$ cat src/rtl/treasure_color_pkg.sv
// ============================================================================
// treasure_color_pkg : shared result codes, RGB332 field helpers, FSM states
// Rev 1.0
// ============================================================================
`timescale 1ns/1ps
`default_nettype none

package treasure_color_pkg;

   localparam int SCREEN_WIDTH  = 176;
   localparam int SCREEN_HEIGHT = 144;

   localparam logic [1:0] RES_NONE = 2'b00;
   localparam logic [1:0] RES_BLUE = 2'b01;
   localparam logic [1:0] RES_RED  = 2'b10;

   typedef enum logic [1:0] {
      ST_IDLE   = 2'd0,
      ST_ACCUM  = 2'd1,
      ST_DECIDE = 2'd2,
      ST_COMMIT = 2'd3
   } state_t;

   function automatic logic [2:0] rgb332_r(input logic [7:0] pix);
      return pix[7:5];
   endfunction

   function automatic logic [2:0] rgb332_g(input logic [7:0] pix);
      return pix[4:2];
   endfunction

   function automatic logic [1:0] rgb332_b(input logic [7:0] pix);
      return pix[1:0];
   endfunction

   // Counters stick at full scale instead of wrapping back to a small value.
   function automatic logic [14:0] sat_inc15(input logic [14:0] cnt, input logic hit);
      if (hit && (cnt != 15'h7FFF))
         return cnt + 15'd1;
      return cnt;
   endfunction

endpackage

`default_nettype wire

$ cat src/rtl/treasure_color_classifier_classify.sv
// ============================================================================
// rgb332_color_classify : combinational RGB332 pixel -> {is_red, is_blue}
// Rev 1.0
// ============================================================================
`timescale 1ns/1ps
`default_nettype none

module rgb332_color_classify
   import treasure_color_pkg::*;
#(
   parameter logic [2:0] RED_MIN   = 3'd5,
   parameter logic [1:0] BLUE_MIN  = 2'd2,
   parameter logic [2:0] OTHER_MAX = 3'd2
) (
   input  logic [7:0] i_pixel,
   output logic       o_is_red,
   output logic       o_is_blue
);

   logic [2:0] w_r;
   logic [2:0] w_g;
   logic [1:0] w_b;

   assign w_r = rgb332_r(i_pixel);
   assign w_g = rgb332_g(i_pixel);
   assign w_b = rgb332_b(i_pixel);

   assign o_is_red  = (w_r >= RED_MIN) && (w_g <= OTHER_MAX) && (w_b == 2'd0);
   assign o_is_blue = (w_b >= BLUE_MIN) && (w_r <= OTHER_MAX) && (w_g <= OTHER_MAX);

endmodule

`default_nettype wire

$ cat src/rtl/treasure_color_classifier.sv
// ============================================================================
// treasure_color_classifier : per-frame red/blue pixel count with debounced result
// Rev 1.0
// ============================================================================
`timescale 1ns/1ps
`default_nettype none

module treasure_color_classifier
   import treasure_color_pkg::*;
#(
   parameter int         WIDTH         = SCREEN_WIDTH,
   parameter int         HEIGHT        = SCREEN_HEIGHT,
   parameter logic [2:0] RED_MIN       = 3'd5,
   parameter logic [1:0] BLUE_MIN      = 2'd2,
   parameter logic [2:0] OTHER_MAX     = 3'd2,
   parameter int         COUNT_THRESH  = 2000,
   parameter int         STABLE_FRAMES = 3
) (
   input  logic        CLK,
   input  logic        RESET_N,
   input  logic [7:0]  PIXEL_IN,
   input  logic [9:0]  VGA_PIXEL_X,
   input  logic [9:0]  VGA_PIXEL_Y,
   output logic [1:0]  RESULT,
   output logic        RESULT_VALID,
   output logic [14:0] RED_COUNT,
   output logic [14:0] BLUE_COUNT
);

   localparam int                  c_stab_w = $clog2(STABLE_FRAMES + 1);
   localparam logic [9:0]          c_width  = 10'(WIDTH);
   localparam logic [9:0]          c_height = 10'(HEIGHT);
   localparam logic [9:0]          c_last_x = 10'(WIDTH - 1);
   localparam logic [9:0]          c_last_y = 10'(HEIGHT - 1);
   localparam logic [14:0]         c_thresh = 15'(COUNT_THRESH);
   localparam logic [c_stab_w-1:0] c_stable = c_stab_w'(STABLE_FRAMES);

   // PIXEL_IN is the registered M9K read of the previous cycle's X/Y
   logic [9:0]          r_x_d;
   logic [9:0]          r_y_d;
   logic                r_inwin_d;
   state_t              r_state;
   logic [14:0]         r_acc_red;
   logic [14:0]         r_acc_blue;
   logic [1:0]          r_frame_dec;
   logic [1:0]          r_cand;
   logic [c_stab_w-1:0] r_stable;

   logic                w_inwin;
   logic                w_is_red;
   logic                w_is_blue;
   logic                w_red_hit;
   logic                w_blue_hit;
   logic                w_first;
   logic                w_last;
   logic [1:0]          w_frame_dec;
   logic [c_stab_w-1:0] w_stable_next;

   rgb332_color_classify #(
      .RED_MIN   (RED_MIN),
      .BLUE_MIN  (BLUE_MIN),
      .OTHER_MAX (OTHER_MAX)
   ) u_classify (
      .i_pixel   (PIXEL_IN),
      .o_is_red  (w_is_red),
      .o_is_blue (w_is_blue)
   );

   assign w_inwin    = (VGA_PIXEL_X < c_width) && (VGA_PIXEL_Y < c_height);
   assign w_red_hit  = r_inwin_d & w_is_red;
   assign w_blue_hit = r_inwin_d & w_is_blue;
   assign w_first    = (r_x_d == 10'd0) && (r_y_d == 10'd0);
   assign w_last     = (r_x_d == c_last_x) && (r_y_d == c_last_y);

   always_comb begin
      w_frame_dec = RES_NONE;
      if ((r_acc_red > r_acc_blue) && (r_acc_red >= c_thresh))
         w_frame_dec = RES_RED;
      else if ((r_acc_blue > r_acc_red) && (r_acc_blue >= c_thresh))
         w_frame_dec = RES_BLUE;
   end

   // A repeated decision walks the stable count up to its ceiling; a new one restarts it.
   always_comb begin
      w_stable_next = c_stab_w'(1);
      if (r_frame_dec == r_cand)
         w_stable_next = (r_stable >= c_stable) ? c_stable : r_stable + c_stab_w'(1);
   end

   always_ff @(posedge CLK or negedge RESET_N) begin
      if (!RESET_N) begin
         r_x_d        <= 10'd0;
         r_y_d        <= 10'd0;
         r_inwin_d    <= 1'b0;
         r_state      <= ST_IDLE;
         r_acc_red    <= 15'd0;
         r_acc_blue   <= 15'd0;
         r_frame_dec  <= RES_NONE;
         r_cand       <= RES_NONE;
         r_stable     <= '0;
         RESULT       <= RES_NONE;
         RESULT_VALID <= 1'b0;
         RED_COUNT    <= 15'd0;
         BLUE_COUNT   <= 15'd0;
      end else begin
         r_x_d        <= VGA_PIXEL_X;
         r_y_d        <= VGA_PIXEL_Y;
         r_inwin_d    <= w_inwin;
         RESULT_VALID <= 1'b0;
         case (r_state)
            ST_IDLE: begin
               if (w_first) begin
                  r_acc_red  <= {14'd0, w_red_hit};
                  r_acc_blue <= {14'd0, w_blue_hit};
                  r_state    <= ST_ACCUM;
               end
            end
            ST_ACCUM: begin
               // Origin seen again means the frame was cut short: start over.
               if (w_first) begin
                  r_acc_red  <= {14'd0, w_red_hit};
                  r_acc_blue <= {14'd0, w_blue_hit};
               end else begin
                  r_acc_red  <= sat_inc15(r_acc_red, w_red_hit);
                  r_acc_blue <= sat_inc15(r_acc_blue, w_blue_hit);
                  if (w_last)
                     r_state <= ST_DECIDE;
               end
            end
            ST_DECIDE: begin
               RED_COUNT   <= r_acc_red;
               BLUE_COUNT  <= r_acc_blue;
               r_frame_dec <= w_frame_dec;
               r_state     <= ST_COMMIT;
            end
            ST_COMMIT: begin
               r_cand       <= r_frame_dec;
               r_stable     <= w_stable_next;
               if (w_stable_next == c_stable)
                  RESULT <= r_frame_dec;
               RESULT_VALID <= 1'b1;
               r_state      <= ST_IDLE;
            end
            default: r_state <= ST_IDLE;
         endcase
      end
   end

endmodule

`default_nettype wire
$ cat config.mk
export PLATFORM = sky130hd
export DESIGN_NAME = treasure_color_classifier
export DESIGN_NICKNAME = d
export VERILOG_FILES = /design/src/rtl/treasure_color_pkg.sv /design/src/rtl/treasure_color_classifier_classify.sv /design/src/rtl/treasure_color_classifier.sv
export SDC_FILE = /design/constraint.sdc
export NUM_CORES = 1
export LEC_CHECK = 0
export CORE_MARGIN = 5
export CORE_UTILIZATION = 35
export DETAILED_ROUTE_END_ITERATION = 7
export MAX_ROUTING_LAYER = met4
export SLEW_MARGIN = 15
export SYNTH_ARGS = -nofsm -noshare
export SYNTH_HDL_FRONTEND = slang
export SYNTH_SLANG_ARGS = --single-unit
$ cat constraint.sdc
create_clock -name CLK -period 3.8 [get_ports CLK]
set_clock_uncertainty 0.2 [all_clocks]
set_input_delay 0.76 -clock CLK [delete_from_list [all_inputs] [get_ports CLK]]
set_output_delay 0.76 -clock CLK [all_outputs]
set_load 0.05 [all_outputs]
==> qor.txt, run 1 <==
status: completed
port bufs: 62
Synth Net Count: 451
global-route wire length before repair: 15800 um
Setup Total Neg Slack: 0 ns
Pleak: 2.33 nW
Fillers: 1155
pin count of the biggest net entering global routing: 69
predominant post-synthesis flop cell: dfrtp_1
CTS H-tree lvls: 3
Worst-Skew Late Latency: 0.34 ns
Worst Setup End Kind: flop
P&R area growth vs syn: 25.3%
pwr dens: 435 nW/um^2
fraction of registers with async set/reset: 1.00
worst vdd ir: 182 uV
Sw Share: 0.269
synth cell count leaders: dfrtp_1, mux2_2, nor2_1
gr usage total: 0.137
DR iter-0 viols: 118
clock-pin slew on the worst setup and hold paths: 0.06 ns
DR WL/cell: 14.5 um
sequential share of power: 0.444
number of max-cap violations: 0
Starting Density: 0.360
vias in the first global route: 3308
Slew Limit Fails: 0
worst hold-check path type: flop to flop
CTS Hold Buffers Added: 0
ratio of final minimum period to clock period: 0.737
initial antenna violation count: 0
total wire length: 9150 um
die width: 121 um
drt drc: 0
I/O pins: 63
actual slew at the worst max-slew pin: 1.03 ns
Pre-antenna DRT Iters: 4
Finished Layout Cells: 633
post-route antenna net violation count: 0
TritonCTS clock tree: built
RSZ-0062 raised after global routing: no
clock buffer depth: 2
Die Area: 14700 sq um
post-synthesis cell type count: 40
dominant cell type by area after synthesis: dfrtp_1
f_max: 357 MHz
via count: 3156
final net count: 516
Internal: 1.73 mW
TritonCTS buffer count: 9
post-CTS setup buffers: 0
EDFF count, synth: 0
ranking of synthesized cells by area: dfrtp_1, mux2_2, ha_1, a21oi_1, nand3_1
n_diodes: 0
fin crit period: 2.80 ns
Yosys top cell area share: 0.531
die height: 121 um
crit path to: r_acc_red[12]
switching power: 0.637 mW
Max Fanout on Critical Path: 29
total grt overflow: 0
Via density: 4.99
power share of the clock group: 0.370
kind of critical path: flop to flop
routability cong.: 0.825
post-synthesis cell count: 397
final setup vio count: 0
Synth Area per Inst: 10.9 sq um
total power: 2.37 mW
R2R Path Start: r_state[0]
Hold Fails Final Rpt: 0
site row count: 40
cts repair resizes: 0
FF+latch count, synth: 92
Worst slew margin: 0.313
Post-Syn Area: 4340 sq um
Logic pwr share: 0.186
core area: 12100 sq um
most frequent cell after synthesis: dfrtp_1
Inst Count DP: 619
share of the yosys chip area belonging to registers: 0.531
Sink Count: 92
Critical Path RT: 3.86 ns
Root Buffer: clkbuf_16
setup slack, reg-to-reg: 1.00 ns
CP arrival: 2.86 ns
layout cells sized above 1: 0.131
R2R cell count: 8
Startpoint Class: flop
synth warn: 0
crit path from: r_state[0]
reg2reg end: r_acc_red[12]
DP HPWL: 6920 um
==> cell usage in the layout (no fill, tap or decap), types with 2 or more instances in the layout <==
cell type,count
nand3_1,22
clkbuf_8,2
xnor2_1,3
nor2_1,29
mux2_2,36
dfrtp_1,92
buf_4,6
clkdlybuf4s50_1,61
a211oi_1,2
xor2_1,10
nor4_1,7
nor3_1,8
a21oi_1,25
inv_1,22
o21ai_0,6
nor2b_1,2
o31ai_1,2
nand4_1,14
or3_1,11
ha_1,24
clkbuf_16,9
nand2_1,24
and3_1,8
or4_1,2
and4_1,2
nor4_2,3
o211ai_1,3
o21ai_1,14
==> per-layer routing <==
layer / routed length (um) / vias up / global-route usage
met5: 0 / - / -
met4: 109 / 0 / 0.0420
met3: 479 / 8 / 0.0354
met2: 4420 / 71 / 0.223
met1: 4150 / 1534 / 0.169
li1: - / 1543 / -
==> cell families after synthesis <==
| group | share of synthesized area |
|---|---|
| buffers and inverters | 0.0329 |
| multiplexers | 0.0934 |
| AO/OA/AOI/OAI | 0.0758 |
| AND/OR/NAND/NOR | 0.172 |
| XOR/XNOR | 0.0262 |
| adder cells (fa/ha/maj) | 0.0692 |
| flip-flops | 0.531 |
==> worst min-delay path by stage <==
stage,slack (ns),endpoint,depth (start not counted),from
CTS,0.31,BLUE_COUNT[13],1,BLUE_COUNT[13]
finish,0.30,BLUE_COUNT[13],1,BLUE_COUNT[13]
detailed placement,0.30,BLUE_COUNT[13],1,BLUE_COUNT[13]
floorplan,0.26,BLUE_COUNT[0],0,RESET_N
global route,0.32,BLUE_COUNT[14],1,BLUE_COUNT[14]
global placement,0.29,BLUE_COUNT[11],1,BLUE_COUNT[11]
==> state kept, by name (all words and copies together) (netlist names) <==
name and count:
BLUE_COUNT 15, RESULT 2, RED_COUNT 15, r_stable 2
r_acc_blue 15, r_inwin_d 1, r_cand 2, r_y_d 10
r_frame_dec 2, RESULT_VALID 1, r_x_d 10, r_acc_red 15
r_state 2
==> power by group through the flow <==
stage	combinational [mW]	sequential, mW	clock (mW)
2_1_floorplan	0.271	1.09	0
3_3_place_gp	0.436	1.07	0
3_5_place_dp	0.449	1.07	0
4_1_cts	0.449	1.05	0.902
5_1_grt	0.487	1.05	0.938
6_report	0.441	1.05	0.875
==> layout make-up <==
cell class	instances	area, sq um	share of cell area
flip-flops and latches	92	2300	0.423
multi-input cells	270	1890	0.348
repair buffers	67	656	0.121
clock buffers	12	256	0.0472
well taps	168	210	0.0387
inverters	22	82.6	0.0152
clock inverters	2	35.0	0.00644
==> worst max-delay path: stages (launching register included) <==
cell and delay [ns]:
dfrtp_1 0.38, inv_1 0.10, ha_1 0.29, nor2_1 0.36, nor3_4 0.05, buf_4 0.23
a21oi_2 0.77, o21ai_1 0.18, a21oi_1 0.16
==> per-stage QoR <==
step / area (sq um) / worst slack (ns) / util / hold WS, ns
6_report: 5440 / 1.00 / 0.451 / 0.304
3_5_place_dp: 5140 / 0.665 / 0.427 / 0.296
4_1_cts: 5440 / 0.992 / 0.451 / 0.310
5_1_grt: 5440 / 0.765 / 0.451 / 0.323
2_1_floorplan: 4340 / 1.47 / - / 0.264
3_3_place_gp: 5140 / 0.777 / 0.427 / 0.289
No activity file was read; power rests on OpenSTA's default activity.
==> run 2: changes to the inputs <==
- clock period: 3.8 -> 2.5 ns (I/O delays scaled with it)
==> run 2 against run 1 <==
Compared with the run above: global-route usage grew 0.51 points; first-iteration DRC count increased by 15%; combinational power up 57%; die area unchanged; critical path depth increased by 1; total power up 57%; final area increased by 4.5%; sequential share of layout area down 1.8 points; count of clock-buffer cells in the layout decreased by 2; worst setup slack lost 0.84 ns; sequential power rose by 52%.
==> qor.txt, run 2 (synthesis results as in run 1) <==
status: completed
DR iter-0 viols: 136 (+15%)
cts repair resizes: 0 (unchanged)
final setup vio count: 0 (unchanged)
Setup WS post-layout: 0.158 ns (-0.843 ns)
Place WS: -0.156 ns (-0.822 ns)
kind of critical path: flop to flop
Starting Density: 0.360 (unchanged)
DP HPWL: 7270 um (+5.0%)
TritonCTS clock tree: built
die width: 121 um (unchanged)
post-CTS setup buffers: 0 (unchanged)
DR WL/cell: 14.5 um (+0.31%)
Hold Fails Final Rpt: 0 (unchanged)
fin crit period: 2.34 ns (-0.457 ns)
Root Buffer: clkbuf_16
Pre-antenna DRT Iters: 4 (unchanged)
number of max-cap violations: 0 (unchanged)
commonest cells after routing, fill and taps aside: dfrtp_1, clkdlybuf4s50_1, mux2_2
Via density: 5.00 (+0.35%)
CTS Hold Buffers Added: 1 (+1)
Max Fanout on Critical Path: 15 (-48%)
f_max: 427 MHz (+20%)
crit-path most repeated cell: inv_1
initial antenna violation count: 0 (unchanged)
total power: 3.73 mW (+57%)
Critical Path RT: 2.55 ns (-1.31 ns)
CP max stage delay: 0.41 ns (-0.36 ns)
Startpoint Class: flop
global-route wire length before repair: 16500 um (+4.4%)
post-route antenna net violation count: 0 (unchanged)
total wire length: 9550 um (+4.4%)
gr usage total: 0.142 (+0.00507)
vias in the first global route: 3482 (+5.3%)
die height: 121 um (unchanged)
I/O pins: 63 (unchanged)
via count: 3297 (+4.5%)
site row count: 40 (unchanged)
core area: 12100 sq um (unchanged)
WHS: 0.304 ns (+0.000106 ns)
drt drc: 0 (unchanged)
Worst slew margin: 0.659 (+0.346)
P&R area growth vs syn: 31.0%
multi-input combinational cell area: 1890 sq um (unchanged)
Fillers: 1139 (-1.4%)
CP max-delay cell: dfrtp_1
TritonCTS buffer count: 9 (unchanged)
pwr dens: 656 nW/um^2 (+51%)
Slew Limit Fails: 0 (unchanged)
RSZ-0062 raised after global routing: no
layout cells sized above 1: 0.175 (+0.0440)
actual slew at the worst max-slew pin: 0.510 ns (-0.521 ns)
most common cell after layout, fill and taps aside: dfrtp_1
Die Area: 14700 sq um (unchanged)
Pleak: 2.47 nW (+6.1%)
port bufs: 62 (unchanged)
CP arrival: 2.39 ns (-0.47 ns)
Cell Chain, Critical Path: inv_1 > ha_1 > inv_1 > nor4_1 > buf_4 > a21oi_2 > buf_12 > or3_1 > a21oi_1
clock-pin slew on the worst setup and hold paths: 0.07 ns (about the same)
FF+latch area: 2300 sq um (unchanged)
setup slack, reg-to-reg: 0.16 ns (-0.84 ns)
worst hold-check path type: flop to flop
Sink Count: 92 (unchanged)
n_diodes: 0 (unchanged)
CTS H-tree lvls: 3 (unchanged)
Worst-Skew Late Latency: 0.33 ns (about the same)
routability cong.: 0.865 (+4.8%)
total grt overflow: 0 (unchanged)
pin count of the biggest net entering global routing: 49 (-29%)
final net count: 540 (+4.7%)
Worst Setup End Kind: flop
ratio of final minimum period to clock period: 0.937 (+0.200)
worst vdd ir: 354 uV (+95%)
clock buffer depth: 2 (unchanged)
Setup Total Neg Slack: 0 ns (unchanged)
## run 2: cell count changes in the layout (fill, tap and decap cells not counted)
cell and change:
clkinvlp_4 +2, clkbuf_8 -2, dlygate4sd3_1 +1, buf_4 +20, clkinv_4 +1, buf_12 +3, bufinv_16 +1
## run 2: metal layers
metal | wire, um | vias up | track usage
li1 | - | 1598 | -
met1 | 4480 | 1592 | 0.180
met2 | 4490 | 94 | 0.229
met3 | 451 | 13 | 0.0308
met4 | 133 | 0 | 0.0434
met5 | 0 | - | -
## run 2: final cells by class
cell class | instances | share of cell area
sequential | 92 | 0.405
multi-input combinational | 270 | 0.333
timing repair buffer | 91 | 0.154
clock buffer | 10 | 0.0403
tap | 168 | 0.0370
clock inverter | 6 | 0.0156
inverter | 22 | 0.0145
## run 2: stage by stage
step / area, sq um / util / instances
2_1_floorplan: 4340 / - / 397
3_3_place_gp: 5360 / 0.444 / 642
3_5_place_dp: 5360 / 0.444 / 642
4_1_cts: 5680 / 0.471 / 659
5_1_grt: 5680 / 0.471 / 659
6_report: 5680 / 0.471 / 659
## run 2: where the power goes
group          internal (mW)  switching (mW)  total, mW
combinational          0.280           0.415      0.694
clock                  0.876           0.561       1.44
sequential              1.55          0.0419       1.60
## run 2: worst paths after layout
| check | from | endpoint | cells past startpoint |
|---|---|---|---|
| worst max-delay path | r_state[1] | r_acc_red[9] | 9 |
| worst min-delay path | RED_COUNT[9] | RED_COUNT[9] | 1 |
| worst max register to register | r_state[1] | r_acc_red[9] | 9 |
| worst min register to register | RED_COUNT[9] | RED_COUNT[9] | 1 |
| max in group asynchronous | RESET_N | r_acc_blue[14] | 3 |
| min in group asynchronous | RESET_N | RED_COUNT[11] | 2 |
## run 2: critical path: cells and delay by family (launching register included)
kind	cells	cell delay [ns]
and+or+nand+nor	2	0.63
buffers and inverters	4	0.54
DFF	1	0.41
AOI/OAI and AO/OA	2	0.25
adders and majority gates	1	0.22
==> run 3: changes to the inputs <==
- REMOVE_ABC_BUFFERS: default -> 1
==> run 3 against run 2 <==
Compared with the run above: worst setup slack better by 0.023 ns; maximum frequency up 1.0%; combinational power about the same; first-iteration DRC count down 46%; critical endpoint is now r_acc_red[3]; utilization down 0.36 points; final area down 0.77%; total power down 1.3%; highest routed layer unchanged; non-clock buffer count down 1; largest cell class unchanged; die area unchanged.
==> qor.txt, run 3 (synthesis results as in run 1) <==
R2R cell count: 9 (unchanged)
initial antenna violation count: 0 (unchanged)
Die Area: 14700 sq um (unchanged)
Final Util: 0.468 (-0.00363)
core area: 12100 sq um (unchanged)
total wire length: 9690 um (+1.4%)
pin count of the biggest net entering global routing: 43 (-12%)
Setup WS post-layout: 0.181 ns (+0.0235 ns)
Finished Layout Cells: 655 (-0.61%)
Slew Limit Fails: 0 (unchanged)
total grt overflow: 0 (unchanged)
clock-pin slew on the worst setup and hold paths: 0.06 ns (about the same)
Max Fanout on Critical Path: 8 (-7)
CP arrival: 2.38 ns (about the same)
crit path from: r_state[1]
DP HPWL: 7360 um (+1.3%)
Via density: 5.00 (-0.15%)
Root Buffer: clkbuf_16
Sink Count: 92 (unchanged)
Startpoint Class: flop
status: completed
post-CTS setup buffers: 0 (unchanged)
Logic pwr share: 0.188 (+0.002)
pwr dens: 652 nW/um^2 (-0.52%)
total power: 3.68 mW (-1.3%)
n_diodes: 0 (unchanged)
ratio of final minimum period to clock period: 0.928 (-0.00939)
gr usage total: 0.148 (+0.00583)
Inst Count DP: 641 (-0.16%)
TritonCTS clock tree: built
cts repair resizes: 0 (unchanged)
most common cell after layout, fill and taps aside: dfrtp_1
f_max: 431 MHz (+1.0%)
Worst-Skew Late Latency: 0.34 ns (about the same)
actual slew at the worst max-slew pin: 0.558 ns (+0.0483 ns)
routability cong.: 0.833 (-3.7%)
final net count: 539 (-0.19%)
final setup vio count: 0 (unchanged)
WHS: 0.304 ns (-0.000258 ns)
power share of the clock group: 0.377 (-0.009)
Internal: 2.69 mW (-0.63%)
switching power: 0.987 mW (-3.0%)
CP max stage delay: 0.41 ns (about the same)
die width: 121 um (unchanged)
Pre-antenna DRT Iters: 4 (unchanged)
R2R Path Start: r_state[1]
WHS Path Cells: 1 (unchanged)
Cell Chain, Critical Path: inv_1 > ha_1 > inv_1 > nor4_1 > buf_4 > a21oi_2 > buf_4 > or3_1 > a21oi_1
fin crit period: 2.32 ns (-0.0235 ns)
drt drc: 0 (unchanged)
Min-Delay Startpoint: RESULT[0]
setup slack, reg-to-reg: 0.18 ns (+0.02 ns)
layout cells sized above 1: 0.168 (-0.00677)
die height: 121 um (unchanged)
GR Layer Usage met1: 0.186 (+0.00562)
worst hold-check path type: flop to flop
GR Layer Usage met2: 0.242 (+0.0131)
RSZ-0062 raised after global routing: no
Worst slew margin: 0.628 (-0.0312)
Critical Path RT: 2.56 ns (about the same)
sequential share of power: 0.434 (+0.006)
Finished Cell Area: 5640 sq um (-0.77%)
kind of critical path: flop to flop
Worst Setup End Kind: flop
site row count: 40 (unchanged)
global-route wire length before repair: 17000 um (+2.8%)
reg2reg end: r_acc_red[3]
vias in the first global route: 3480 (-0.057%)
Starting Density: 0.360 (unchanged)
Place WS: -0.103 ns (+0.0528 ns)
via count: 3272 (-0.76%)
P&R area growth vs syn: 30.0%
post-route antenna net violation count: 0 (unchanged)
Worst Hold Path EP: RESULT[0]
DR iter-0 viols: 74 (-46%)
commonest cells after routing, fill and taps aside: dfrtp_1, clkdlybuf4s50_1, mux2_2
Setup Total Neg Slack: 0 ns (unchanged)
I/O pins: 63 (unchanged)
worst vdd ir: 278 uV (-22%)
CTS H-tree lvls: 3 (unchanged)
Sw Share: 0.268 (-0.00478)
Hold Fails Final Rpt: 0 (unchanged)
number of max-cap violations: 0 (unchanged)
grt peak-use layer: met2
clock buffer depth: 2 (unchanged)
TritonCTS buffer count: 9 (unchanged)
port bufs: 62 (unchanged)
CP max-delay cell: dfrtp_1
met3 GRT Util: 0.0331 (+0.00233)
dpl cell area: 5340 sq um (-0.37%)
Pleak: 2.46 nW (-0.64%)
DR WL/cell: 14.8 um (+2.0%)
run 3: cell types whose count changed in the layout (fill, tap and decap cells not counted), sizes merged:
cell / change
clkinv: -1
buf: -1
clkinvlp: -2
run 3: layer usage:
layer  wire length (um)  part of all wire
met2               4720              0.49
met5                  0                 0
met1               4450              0.46
met4                128             0.013
met3                386             0.040
run 3: worst max-delay path by stage:
stage	end	slack [ns]
after floorplan	r_acc_blue[11]	-0.06
after global placement	r_acc_blue[11]	-0.03
after detailed placement	r_acc_red[3]	-0.10
after CTS	r_acc_red[3]	0.18
after global routing	r_acc_red[4]	0.03
final	r_acc_red[3]	0.18
run 3: cell type report:
| type | instances | area [sq um] |
|---|---|---|
| timing repair buffer | 90 | 856 |
| sequential | 92 | 2300 |
| tap | 168 | 210 |
| inverter | 22 | 82.6 |
| fill | 1150 | 6420 |
| clock buffer | 10 | 229 |
| multi-input combinational | 270 | 1890 |
| clock inverter | 3 | 65.1 |
run 3: worst max-delay path, delay by kind of cell (launching register included):
family | cells | cell delay, ns
AOI/OAI and AO/OA | 2 | 0.23
adders and majority gates | 1 | 0.22
buffers and inverters | 4 | 0.55
DFF | 1 | 0.41
and+or+nand+nor | 2 | 0.63
run 3: repair_timing:
item / 4_1_cts / 5_1_grt
endpoints found under the setup margin: 0 / 0
hold endpoints to repair: 39 / 0
hold buffers: 1 / 0
run 3: power by group through the flow:
| stage | combinational (mW) | clock, mW | sequential (mW) |
|---|---|---|---|
| floorplan | 0.398 | 0 | 1.66 |
| global placement | 0.682 | 0 | 1.62 |
| detailed placement | 0.702 | 0 | 1.62 |
| CTS | 0.705 | 1.42 | 1.60 |
| global route | 0.767 | 1.50 | 1.60 |
| finish | 0.693 | 1.39 | 1.60 |
